`config.mk`:
```
export PLATFORM = sky130hd
export DESIGN_NAME = u_jump_ras
export DESIGN_NICKNAME = d
export VERILOG_FILES = /design/src/rtl/u_jump_ras.sv
export SDC_FILE = /design/constraint.sdc
export NUM_CORES = 1
export LEC_CHECK = 0
export BUFFER_PORTS_ARGS = -buffer_cell sky130_fd_sc_hd__buf_2
export CAP_MARGIN = 20
export CELL_PAD_IN_SITES_DETAIL_PLACEMENT = 0
export CELL_PAD_IN_SITES_GLOBAL_PLACEMENT = 1
export CORE_MARGIN = 4
export CORE_UTILIZATION = 48
export CTS_BUF_LIST = sky130_fd_sc_hd__clkbuf_4 sky130_fd_sc_hd__clkbuf_8
export CTS_CLUSTER_DIAMETER = 150
export DETAILED_ROUTE_END_ITERATION = 16
export GPL_TIMING_DRIVEN = 0
export PLACE_DENSITY_LB_ADDON = 0.1
export SYNTH_ARGS = -nofsm -noshare
export SYNTH_HDL_FRONTEND = slang
export SYNTH_SLANG_ARGS = --single-unit
```
`constraint.sdc`:
```
create_clock -name i_clk -period 7.2 [get_ports i_clk]
set_clock_uncertainty 0.15 [all_clocks]
set_input_delay 0.72 -clock i_clk [delete_from_list [all_inputs] [get_ports i_clk]]
set_output_delay 0.72 -clock i_clk [all_outputs]
set_load 0.02 [all_outputs]
```
`src/rtl/u_jump_ras.sv`:
```
// rtl/u_jump_ras.sv - registered J/JAL/JR/JALR resolution with a circular return-address stack
// Decode results land on the ID/EX boundary one cycle later; a stall freezes every register.
module u_jump_ras #(
    parameter int DATA_WIDTH   = 32,
    parameter int SIZEOP       = 6,
    parameter int RAS_DEPTH    = 4,
    parameter int FLUSH_CYCLES = 1
) (
    input  logic                             i_clk,
    input  logic                             i_reset,
    input  logic                             i_valid,
    input  logic                             i_stall,
    input  logic [DATA_WIDTH-1:0]            i_currentpc,
    input  logic [DATA_WIDTH-1:0]            i_instruccion,
    input  logic [DATA_WIDTH-1:0]            i_regA,
    output logic                             o_valid,
    output logic                             o_jump,
    output logic [DATA_WIDTH-1:0]            o_pcjump,
    output logic [DATA_WIDTH-1:0]            o_return_address,
    output logic                             o_return,
    output logic                             o_rd_selector,
    output logic                             o_flush,
    output logic                             o_ras_hit,
    output logic [DATA_WIDTH-1:0]            o_ras_top,
    output logic [$clog2(RAS_DEPTH+1)-1:0]   o_ras_count,
    output logic                             o_ras_full,
    output logic                             o_ras_empty,
    output logic                             o_ras_ovf,
    output logic                             o_ras_udf
);

    localparam int CW = $clog2(RAS_DEPTH + 1);
    localparam int PW = $clog2(RAS_DEPTH);
    localparam int FW = $clog2(FLUSH_CYCLES + 1);

    localparam logic [SIZEOP-1:0] OP_SPECIAL = '0;
    localparam logic [SIZEOP-1:0] OP_J       = SIZEOP'(2);
    localparam logic [SIZEOP-1:0] OP_JAL     = SIZEOP'(3);
    localparam logic [SIZEOP-1:0] FN_JR      = SIZEOP'(8);
    localparam logic [SIZEOP-1:0] FN_JALR    = SIZEOP'(9);
    localparam logic [4:0]        REG_RA     = 5'd31;

    logic [DATA_WIDTH-1:0] r_ras [RAS_DEPTH];
    logic [PW-1:0]         r_ptr;
    logic [CW-1:0]         r_count;
    logic                  r_ovf;
    logic                  r_udf;
    logic [FW-1:0]         r_flush_cnt;

    logic                  r_valid;
    logic                  r_jump;
    logic [DATA_WIDTH-1:0] r_pcjump;
    logic [DATA_WIDTH-1:0] r_ret_addr;
    logic                  r_return;
    logic                  r_rd_sel;
    logic                  r_hit;

    logic [SIZEOP-1:0]     w_op;
    logic [SIZEOP-1:0]     w_funct;
    logic [4:0]            w_rs;
    logic                  w_is_j;
    logic                  w_is_jal;
    logic                  w_is_jr;
    logic                  w_is_jalr;
    logic                  w_jump;
    logic [DATA_WIDTH-1:0] w_link;
    logic [DATA_WIDTH-1:0] w_jtarget;
    logic [DATA_WIDTH-1:0] w_target;
    logic                  w_empty;
    logic                  w_full;
    logic [DATA_WIDTH-1:0] w_top;
    logic                  w_ras_push;
    logic                  w_ras_pop;
    logic                  w_ras_swap;
    logic                  w_hit;
    logic                  w_accept;
    logic [PW-1:0]         w_ptr_inc;
    logic [PW-1:0]         w_ptr_dec;

    assign w_op      = i_instruccion[DATA_WIDTH-1 -: SIZEOP];
    assign w_funct   = i_instruccion[SIZEOP-1:0];
    assign w_rs      = i_instruccion[25:21];

    assign w_is_j    = i_valid && (w_op == OP_J);
    assign w_is_jal  = i_valid && (w_op == OP_JAL);
    assign w_is_jr   = i_valid && (w_op == OP_SPECIAL) && (w_funct == FN_JR);
    assign w_is_jalr = i_valid && (w_op == OP_SPECIAL) && (w_funct == FN_JALR);
    assign w_jump    = w_is_j || w_is_jal || w_is_jr || w_is_jalr;

    assign w_link    = i_currentpc + DATA_WIDTH'(1);
    assign w_jtarget = i_currentpc + DATA_WIDTH'(i_instruccion[25:0]);
    assign w_target  = (w_is_j || w_is_jal)   ? w_jtarget :
                       (w_is_jr || w_is_jalr) ? i_regA    : '0;

    assign w_empty   = (r_count == '0);
    assign w_full    = (r_count == CW'(RAS_DEPTH));
    assign w_top     = w_empty ? '0 : r_ras[r_ptr];

    // JALR through r31 is a call from a return site: replace the top instead of growing
    assign w_ras_swap = w_is_jalr && (w_rs == REG_RA);
    assign w_ras_push = w_is_jal || (w_is_jalr && (w_rs != REG_RA));
    assign w_ras_pop  = w_is_jr && (w_rs == REG_RA);
    assign w_hit      = w_ras_pop && !w_empty && (w_top == i_regA);

    assign w_accept  = !i_stall;
    assign w_ptr_inc = r_ptr + PW'(1);
    assign w_ptr_dec = r_ptr - PW'(1);

    always_ff @(posedge i_clk or negedge i_reset) begin
        if (!i_reset) begin
            r_valid    <= 1'b0;
            r_jump     <= 1'b0;
            r_pcjump   <= '0;
            r_ret_addr <= '0;
            r_return   <= 1'b0;
            r_rd_sel   <= 1'b0;
            r_hit      <= 1'b0;
        end else if (w_accept) begin
            r_valid    <= i_valid;
            r_jump     <= w_jump;
            r_pcjump   <= w_target;
            r_ret_addr <= i_valid ? w_link : '0;
            r_return   <= w_is_jal || w_is_jalr;
            r_rd_sel   <= w_is_jal;
            r_hit      <= w_hit;
        end
    end

    always_ff @(posedge i_clk or negedge i_reset) begin
        if (!i_reset) begin
            for (int i = 0; i < RAS_DEPTH; i++) begin
                r_ras[i] <= '0;
            end
            r_ptr   <= '0;
            r_count <= '0;
            r_ovf   <= 1'b0;
            r_udf   <= 1'b0;
        end else if (w_accept) begin
            if (w_ras_swap) begin
                if (w_empty) begin
                    r_ptr            <= w_ptr_inc;
                    r_ras[w_ptr_inc] <= w_link;
                    r_count          <= CW'(1);
                    r_udf            <= 1'b1;
                end else begin
                    r_ras[r_ptr] <= w_link;
                end
            end else if (w_ras_push) begin
                // When full the slot after the top holds the oldest entry, so it is overwritten
                r_ptr            <= w_ptr_inc;
                r_ras[w_ptr_inc] <= w_link;
                if (w_full) begin
                    r_ovf <= 1'b1;
                end else begin
                    r_count <= r_count + CW'(1);
                end
            end else if (w_ras_pop) begin
                if (w_empty) begin
                    r_udf <= 1'b1;
                end else begin
                    r_ptr   <= w_ptr_dec;
                    r_count <= r_count - CW'(1);
                end
            end
        end
    end

    always_ff @(posedge i_clk or negedge i_reset) begin
        if (!i_reset) begin
            r_flush_cnt <= '0;
        end else if (w_accept) begin
            if (w_jump) begin
                r_flush_cnt <= FW'(FLUSH_CYCLES);
            end else if (r_flush_cnt != '0) begin
                r_flush_cnt <= r_flush_cnt - FW'(1);
            end
        end
    end

    assign o_valid          = r_valid;
    assign o_jump           = r_jump;
    assign o_pcjump         = r_pcjump;
    assign o_return_address = r_ret_addr;
    assign o_return         = r_return;
    assign o_rd_selector    = r_rd_sel;
    assign o_flush          = (r_flush_cnt != '0);
    assign o_ras_hit        = r_hit;
    assign o_ras_top        = w_top;
    assign o_ras_count      = r_count;
    assign o_ras_full       = w_full;
    assign o_ras_empty      = w_empty;
    assign o_ras_ovf        = r_ovf;
    assign o_ras_udf        = r_udf;

endmodule

```
-- After elaboration in Yosys (flattened, before gate mapping)
Index checks and enable logic that the tools add are counted.
- word-level logic and storage cells: 105
- bits of input ports: 100
- register bits: 205
- output and inout bits: 109
- $add $sub $neg: 7
- magnitude comparators: 4
- bitwise gates (word level): 4
- multiplexer cells: 33
- equality and inequality tests: 12
- reduce and logical (&&, ||, !) cells: 29
- operator list (kind ; count):
    2-to-1 mux 128 bit ; 3
    bitwise mux 128 bit ; 2
    2-to-1 mux 32 bit ; 8
    demux 32 bit (select 2 bit) ; 2
    binary-select mux 32 bit (select 2 bit) ; 1
    adder 32 x 1 -> 32 bit (second input constant) ; 1
    adder 32 x 26 -> 32 bit ; 1
    == test 32 bit ; 1
    2-to-1 mux 3 bit ; 6
    == test 6 x 2 -> 1 bit (second input constant) ; 2
    == test 6 x 4 -> 1 bit (second input constant) ; 2
    logical AND 1 bit ; 12
    2-to-1 mux 2 bit ; 5
    AND reduction 4 bit ; 2
    greater-or-equal comparator 3 bit (second input constant) ; 2
    logical NOT 6 bit ; 1
    logical OR 1 bit ; 6
    < comparator 3 x 1 -> 1 bit (second input constant) ; 2
    2-to-1 mux 1 bit ; 6
    NOT 2 -> 3 bit ; 2
    == test 5 bit (second input constant) ; 1
    != test 5 bit (second input constant) ; 1
    AND reduction 5 bit ; 1
    nonzero test 2 bit ; 2
    other kinds (16) ; 17

-- Longest topological paths before layout
Gate-level depths: netlist of the first run.
- depth in word-level cells: 9
- mapped depth: 11
- mapped depth without buffers: 10

-- Worst setup path after synthesis of the first run
No wires, ideal clock.
- kind: in2reg
- start: input port i_currentpc[0]
- end: register r_pcjump[30], in the netlist o_pcjump[30]
- setup time: 0.126 ns
- slack: 4.116 ns
- stages on the path: 11
- arrival time: 2.808 ns
- required time: 6.924 ns
- buffers on the path: 1
- path through: ha_1 > fa_1 > a21o_1 > nand3_1 > nand4b_1 > nand2_1 > o2111ai_1 > and3_1 > buf_2 > and3_1 > o32a_1
- word-level cells in the longest chain between the ends: 2
- RTL lines (element ; line ; source):
    start, declared ; 13 ; input logic [DATA_WIDTH-1:0] i_currentpc,
    adder 32 x 26 -> 32 bit ; 91 ; assign w_jtarget = i_currentpc + DATA_WIDTH'(i_instruccion[25:0]);
    2-to-1 mux 32 bit ; 92 ; assign w_target = (w_is_j || w_is_jal) ? w_jtarget :
    end signal, assigned ; 121 ; r_pcjump <= w_target;
    end, declared ; 52 ; logic [DATA_WIDTH-1:0] r_pcjump;
Every way passes these cells.
A chain may end at the register's enable or synchronous reset.

-- Final worst setup path of the first run
- start: register r_ptr[0]
- end: output port o_ras_top[25]
- word-level cells in the longest chain between the ends: 5
- RTL lines (element ; line ; source):
    start, declared ; 44 ; logic [PW-1:0] r_ptr;
    start signal, assigned ; 141 ; r_ptr <= w_ptr_inc;
    start signal, assigned ; 150 ; r_ptr <= w_ptr_inc;
    start signal, assigned ; 161 ; r_ptr <= w_ptr_dec;
    NOT 2 -> 3 bit (not written as such) ; 97 ; assign w_top = w_empty ? '0 : r_ras[r_ptr];
    binary-select mux 32 bit (select 2 bit) ; 97 ;
    2-to-1 mux 32 bit (not written as such) (2 in a row) ; 97 ;
    2-to-1 mux 32 bit ; 97 ;
    end, declared ; 24 ; output logic [DATA_WIDTH-1:0] o_ras_top,
Every way passes these cells. The select of a mux whose other input is x is not followed.

==> results of run 1 <==
[report_power, final]
part / total (mW) / internal [mW] / switching (mW) / leakage, nW
combinational: 0.608 / 0.224 / 0.384 / 3.51
sequential: 1.24 / 1.21 / 0.0362 / 2.75
clock: 1.18 / 0.680 / 0.500 / 0.426
[flip-flops by register name, indices dropped and copies added, names as in the netlist]
name,flops
o_valid,1
o_ras_ovf,1
r_ras,128
o_ras_count,3
o_ras_hit,1
r_ptr,2
o_rd_selector,1
o_return_address,32
o_return,1
o_jump,1
o_ras_udf,1
o_pcjump,32
[cells in the mapped netlist, types with 4 or more instances]
cell type / count
a211oi_1: 7
and4_1: 4
ha_1: 31
mux2i_1: 14
xor2_1: 31
a21o_1: 17
nor3_1: 7
or3_1: 6
a22oi_1: 9
inv_1: 31
nor2_1: 157
and2_1: 23
mux2_1: 4
xnor2_1: 36
mux4_2: 27
o21ai_0: 62
buf_2: 15
o21a_1: 10
buf_6: 5
clkbuf_1: 40
and3_1: 16
a221oi_1: 12
nand4_1: 16
o31ai_1: 7
a31oi_1: 4
nand2_1: 106
a21oi_1: 162
nand3_1: 30
o22ai_1: 5
dfrtp_1: 204
o21ai_1: 4
nor2b_1: 10
buf_4: 8
o211ai_1: 5
a32oi_1: 4
[per-stage QoR]
step,util,hold slack (ns),setup WS [ns]
after floorplan,-,0.274,4.12
after global placement,0.548,0.304,1.72
after detailed placement,0.550,0.306,3.51
after CTS,0.584,0.0805,3.67
after global routing,0.584,0.100,3.53
final,0.584,0.0370,3.66
[path summary, 6_finish.rpt]
path                            endpoint  startpoint  slack [ns]
setup / recovery           o_ras_top[25]    r_ptr[0]        3.66
hold / removal              o_pcjump[13]     i_reset        0.04
min in group i_clk             o_ras_ovf   o_ras_ovf        0.31
setup reg to reg               o_ras_hit    r_ptr[1]        4.27
max in group asynchronous      r_ras[19]     i_reset        5.84
hold reg to reg                o_ras_ovf   o_ras_ovf        0.31
[cells in the final DEF, fill, tap and decap left out, types with 6 or more instances in the layout]
cell,Yosys,final
clkbuf_1,40,40
nand3_1,30,30
o21ai_0,62,62
clkbuf_4,0,12
buf_4,8,8
o31ai_1,7,7
and3_1,16,16
inv_1,31,31
a21o_1,17,17
nor2b_1,10,10
xor2_1,31,31
a21oi_1,162,162
mux2i_1,14,14
ha_1,31,31
nor2_1,157,157
nor3_1,7,7
a22oi_1,9,9
or3_1,6,6
buf_2,15,220
o21a_1,10,10
xnor2_1,36,36
dfrtp_1,204,204
clkbuf_8,0,46
a221oi_1,12,12
nand2_1,106,106
nand4_1,16,16
mux4_2,27,27
a211oi_1,7,7
and2_1,23,23
[cells by family after synthesis]
kind of cell | Yosys count | synth area share
xor gates and xnor gates | 67 | 0.0513
muxes | 48 | 0.0723
buffers and inverters | 108 | 0.0452
AOI/OAI and AO/OA | 347 | 0.187
DFF | 204 | 0.446
and+or+nand+nor | 397 | 0.160
adders and majority gates | 33 | 0.0374
[area by class of cell]
cell class                      instances  area share
Antenna cell                            1    0.000183
Buffer                                 73      0.0279
Clock buffer                           58      0.0528
Clock inverter                          6     0.00566
Inverter                               35     0.00977
Multi-Input combinational cell        892       0.424
Sequential cell                       204       0.372
Tap cell                              319      0.0291
Timing Repair Buffer                  207      0.0779
[metal layers]
| metal | part of all wire | GRT usage | up-vias |
|---|---|---|---|
| li1 | - | - | 4803 |
| met1 | 0.43 | 0.427 | 5086 |
| met2 | 0.46 | 0.478 | 489 |
| met3 | 0.083 | 0.0605 | 94 |
| met4 | 0.035 | 0.109 | 0 |
| met5 | 0 | 0 | - |
==> out/results.txt, run 1 <==
outcome - completed
worst path cell trace - buf_6 -> buf_8 -> buf_6 -> buf_6 -> mux4_2 -> and2_1 -> buf_2
via count - 10.5k
placed instance area - 12900 sq um
syn_nets - 1337
non-filler instance count after layout - 1795
CP bufs+invs - 5
Inserted Clock Buffers - 37
vias per cell - 5.83
Achievable Freq - 282 MHz
largest net degree at the start of global routing - 111
Cell Rows - 56
flops & latches, synth - 204
final setup vio count - 0
Setup TNS - 0 ns
WP data arrival - 2.67 ns
clock-pin slew on the worst setup and hold paths - 0.06 ns
Register Area - 5100 sq um
DR iter-0 viols - 880
synth unique cells - 77
Fill cells - 2168
max-cap violations - 0
CTS H-tree lvls - 2
CP peak stage delay - 0.56 ns
post-synthesis sequential area ratio - 0.446
Placer Congestion - 0.983
Final period util - 0.492
leading area contributor after synthesis - dfrtp_1
TritonCTS clock tree - yes
first-pass GRT wire length - 61000 um
Synth top area share - 0.446
Pwr per Cell Area - 221 nW/um^2
layout cells sized above 1 - 0.241
area of the multi-input gates - 5820 sq um
Lkg Pwr - 6.69 nW
Skew-Pair Late Insertion Delay - 0.54 ns
ranking of synthesized cells by area - dfrtp_1, a21oi_1, mux4_2
nets - 1583
Top FF cell, synth - dfrtp_1
CP max stage cell - mux4_2
clock root cell - clkbuf_8
Placed Cells - 1730
most used cell, CP - buf_6
max-slew violation count - 0
Setup crit start kind - flop
GR Overflow Total - 0
RSZ-0062 raised after global routing - no
Crit Path Max Fanout - 10
post-CTS setup buffer count - 0
chip height - 162 um
# hold bufs at CTS - 0
Required @ worst endpoint - 6.33 ns
post-DR wirelength/cell - 22.8 um
Final Hold Fails - 0
peak supply drop - 146 uV
Tightest Hold Check Type - primary input to async pin
Crit. End Element - output port
final WL - 40900 um
post-route ant nets - 0
Die X - 162 um
Async S/R FF share, synth - 1.00
initial cell density of the core - 0.487
relative slew slack - 0.433
post_cts resized - 0
Layout area overhead - 19.9%
GR Util All Layers - 0.305
# DRC - 0
antenna violations before repair - 1
die area - 26400 sq um
CTS Sinks - 204
Cells after Synth - 1204
reg2reg path depth - 9
Crit. path cell count - 7
Yosys warnings - 0
number of I/O pins - 209
IO Port Bufs - 206
Core Box Area - 23500 sq um
Synth Cell Area - 11400 sq um
Tightest Pin Transition - 0.851 ns
clk buf depth - 3
Initial DRT Pass Iterations - 8
Critical Setup Path Class - flop to output port
Post-synth EDFFs - 0
Period minus WS final - 3.54 ns
average cell area after synthesis - 9.50 sq um
delay-heaviest family, CP - buffers and inverters
post-DP HPWL - 31200 um
vias in the first global route - 10.2k
Final Cell Area - 13700 sq um
total power - 3.03 mW
(Power assumes the default switching activity.)
==> run 2: changes to the inputs <==
Settings changed: CORE_UTILIZATION 48 to 44.
Clock period 7.2 ns to 3.3 ns, I/O delays scaled along.
==> run 2 against run 1 <==
Combinational power rose by 120%. Die area increased by 8.6%. Cell count is 1.4% higher. Power up 120%. Count of clock-buffer cells in the layout increased by 4. Sequential share of layout area is 0.37 points lower. Non-clock buffer count increased by 10. Critical endpoint unchanged. Highest routed layer unchanged.
==> out/results.txt, run 2 (same netlist as run 1, synthesis figures left out) <==
outcome - completed
CTS H-tree lvls - 2
Crit Path Max Fanout - 10
final setup vio count - 0
CTS Sinks - 204
hold path depth - 4
DR iter-0 viols - 951
Fill cells - 2477
Period minus WS final - 3.16 ns
clk buf depth - 3
initial cell density of the core - 0.450
reg2reg path depth - 9
reg2reg end - o_ras_hit
chip height - 169 um
die area - 28600 sq um
post-DR wirelength/cell - 23.6 um
Skew-Pair Late Insertion Delay - 0.56 ns
FF-to-FF setup slack - 0.30 ns
clock-pin slew on the worst setup and hold paths - 0.06 ns
Placer Congestion - 0.949
layout cells sized above 1 - 0.242
Tightest Hold Check Type - primary input to flop
GR Util All Layers - 0.293
IO Port Bufs - 206
post_cts resized - 0
via count - 10.6k
CP max stage cell - mux4_2
vias in the first global route - 10.4k
most used cell, CP - buf_6
final WL - 43000 um
# hold bufs at CTS - 10
max-slew violation count - 0
Setup TNS - 0 ns
RSZ-0062 raised after global routing - no
WP data arrival - 2.68 ns
peak supply drop - 318 uV
Final period util - 0.958
Crit. End Element - output port
max FFs per register - 128
most common cell after layout, fill and taps aside - buf_2
Critical Path Sink - o_ras_top[25]
nets - 1594
vias per cell - 5.81
post-route ant nets - 0
Required @ worst endpoint - 2.82 ns
largest net degree at the start of global routing - 110
Inserted Clock Buffers - 38
# DRC - 0
Cell Rows - 58
Die X - 169 um
Final Hold Fails - 0
Pwr per Cell Area - 484 nW/um^2
Antenna Cells - 0
Lkg Pwr - 6.74 nW
post-DP HPWL - 32400 um
commonest cells after routing, fill and taps aside - buf_2, dfrtp_1, a21oi_1
Final Util - 0.545
clock root cell - clkbuf_8
CP Launch Point - r_ptr[0]
worst r2r src - r_ptr[1]
Register Area - 5100 sq um
CP peak stage delay - 0.55 ns
GR Overflow Total - 0
area of the multi-input gates - 5820 sq um
Achievable Freq - 316 MHz
relative slew slack - 0.402
Critical Setup Path Class - flop to output port
antenna violations before repair - 0
number of I/O pins - 209
Core Box Area - 25400 sq um
TritonCTS clock tree - yes
post-CTS setup buffer count - 0
Initial DRT Pass Iterations - 5
max-cap violations - 0
Tightest Pin Transition - 0.898 ns
worst path cell trace - buf_6 -> buf_8 -> buf_6 -> buf_6 -> mux4_2 -> and2_1 -> buf_2
Layout area overhead - 21.1%
Top reg by flops - r_ras
Setup crit start kind - flop
first-pass GRT wire length - 64100 um
-- run 2: per-layer routing --
layer	GRT usage	wire length (um)	vias to the layer above
met2	0.488	20300	472
met1	0.413	18300	5226
met4	0.0630	904	0
met5	0	0	-
li1	-	-	4816
met3	0.0424	3530	68
-- run 2: worst min path at each step --
stage / slack, ns / to / startpoint
after floorplan: -0.12 / o_jump / i_reset
after global placement: 0.30 / o_ras_ovf / o_ras_ovf
after detailed placement: 0.31 / o_pcjump[6] / i_reset
after CTS: 0.005 / o_pcjump[13] / i_regA[13]
after global routing: 0.05 / o_pcjump[2] / i_regA[2]
final: 0.03 / o_pcjump[31] / i_regA[31]
-- run 2: power by group --
part / internal [mW] / total (mW) / leakage (nW) / switching, mW
sequential: 2.64 / 2.71 / 2.75 / 0.0784
clock: 1.49 / 2.64 / 0.441 / 1.15
combinational: 0.496 / 1.35 / 3.55 / 0.852
total: 4.62 / 6.71 / 6.74 / 2.08
-- run 2: worst max-delay path: cells and delay by family, from the launching register on --
kind                   cells  cell delay (ns)
and+or+nand+nor            1             0.23
DFF                        1             0.42
muxes                      1             0.55
buffers and inverters      5             0.92
-- run 2: metrics by stage --
step	std cells	power [mW]	cell area (sq um)	hold slack [ns]	setup WS [ns]
finish	1820	6.71	13800	0.0255	0.138
global placement	1740	4.06	12900	0.303	-1.88
detailed placement	1741	4.08	12900	0.305	0.0117
CTS	1820	6.73	13800	0.00505	0.125
floorplan	1204	3.56	11400	-0.116	0.606
global route	1820	6.98	13800	0.0450	0.0597
-- run 2: area by class of cell --
cell class,instances,area share
Buffer,73,0.0276
Clock buffer,62,0.0558
Clock inverter,7,0.00398
Inverter,35,0.00967
Multi-Input combinational cell,892,0.420
Sequential cell,204,0.369
Tap cell,330,0.0298
Timing Repair Buffer,217,0.0844
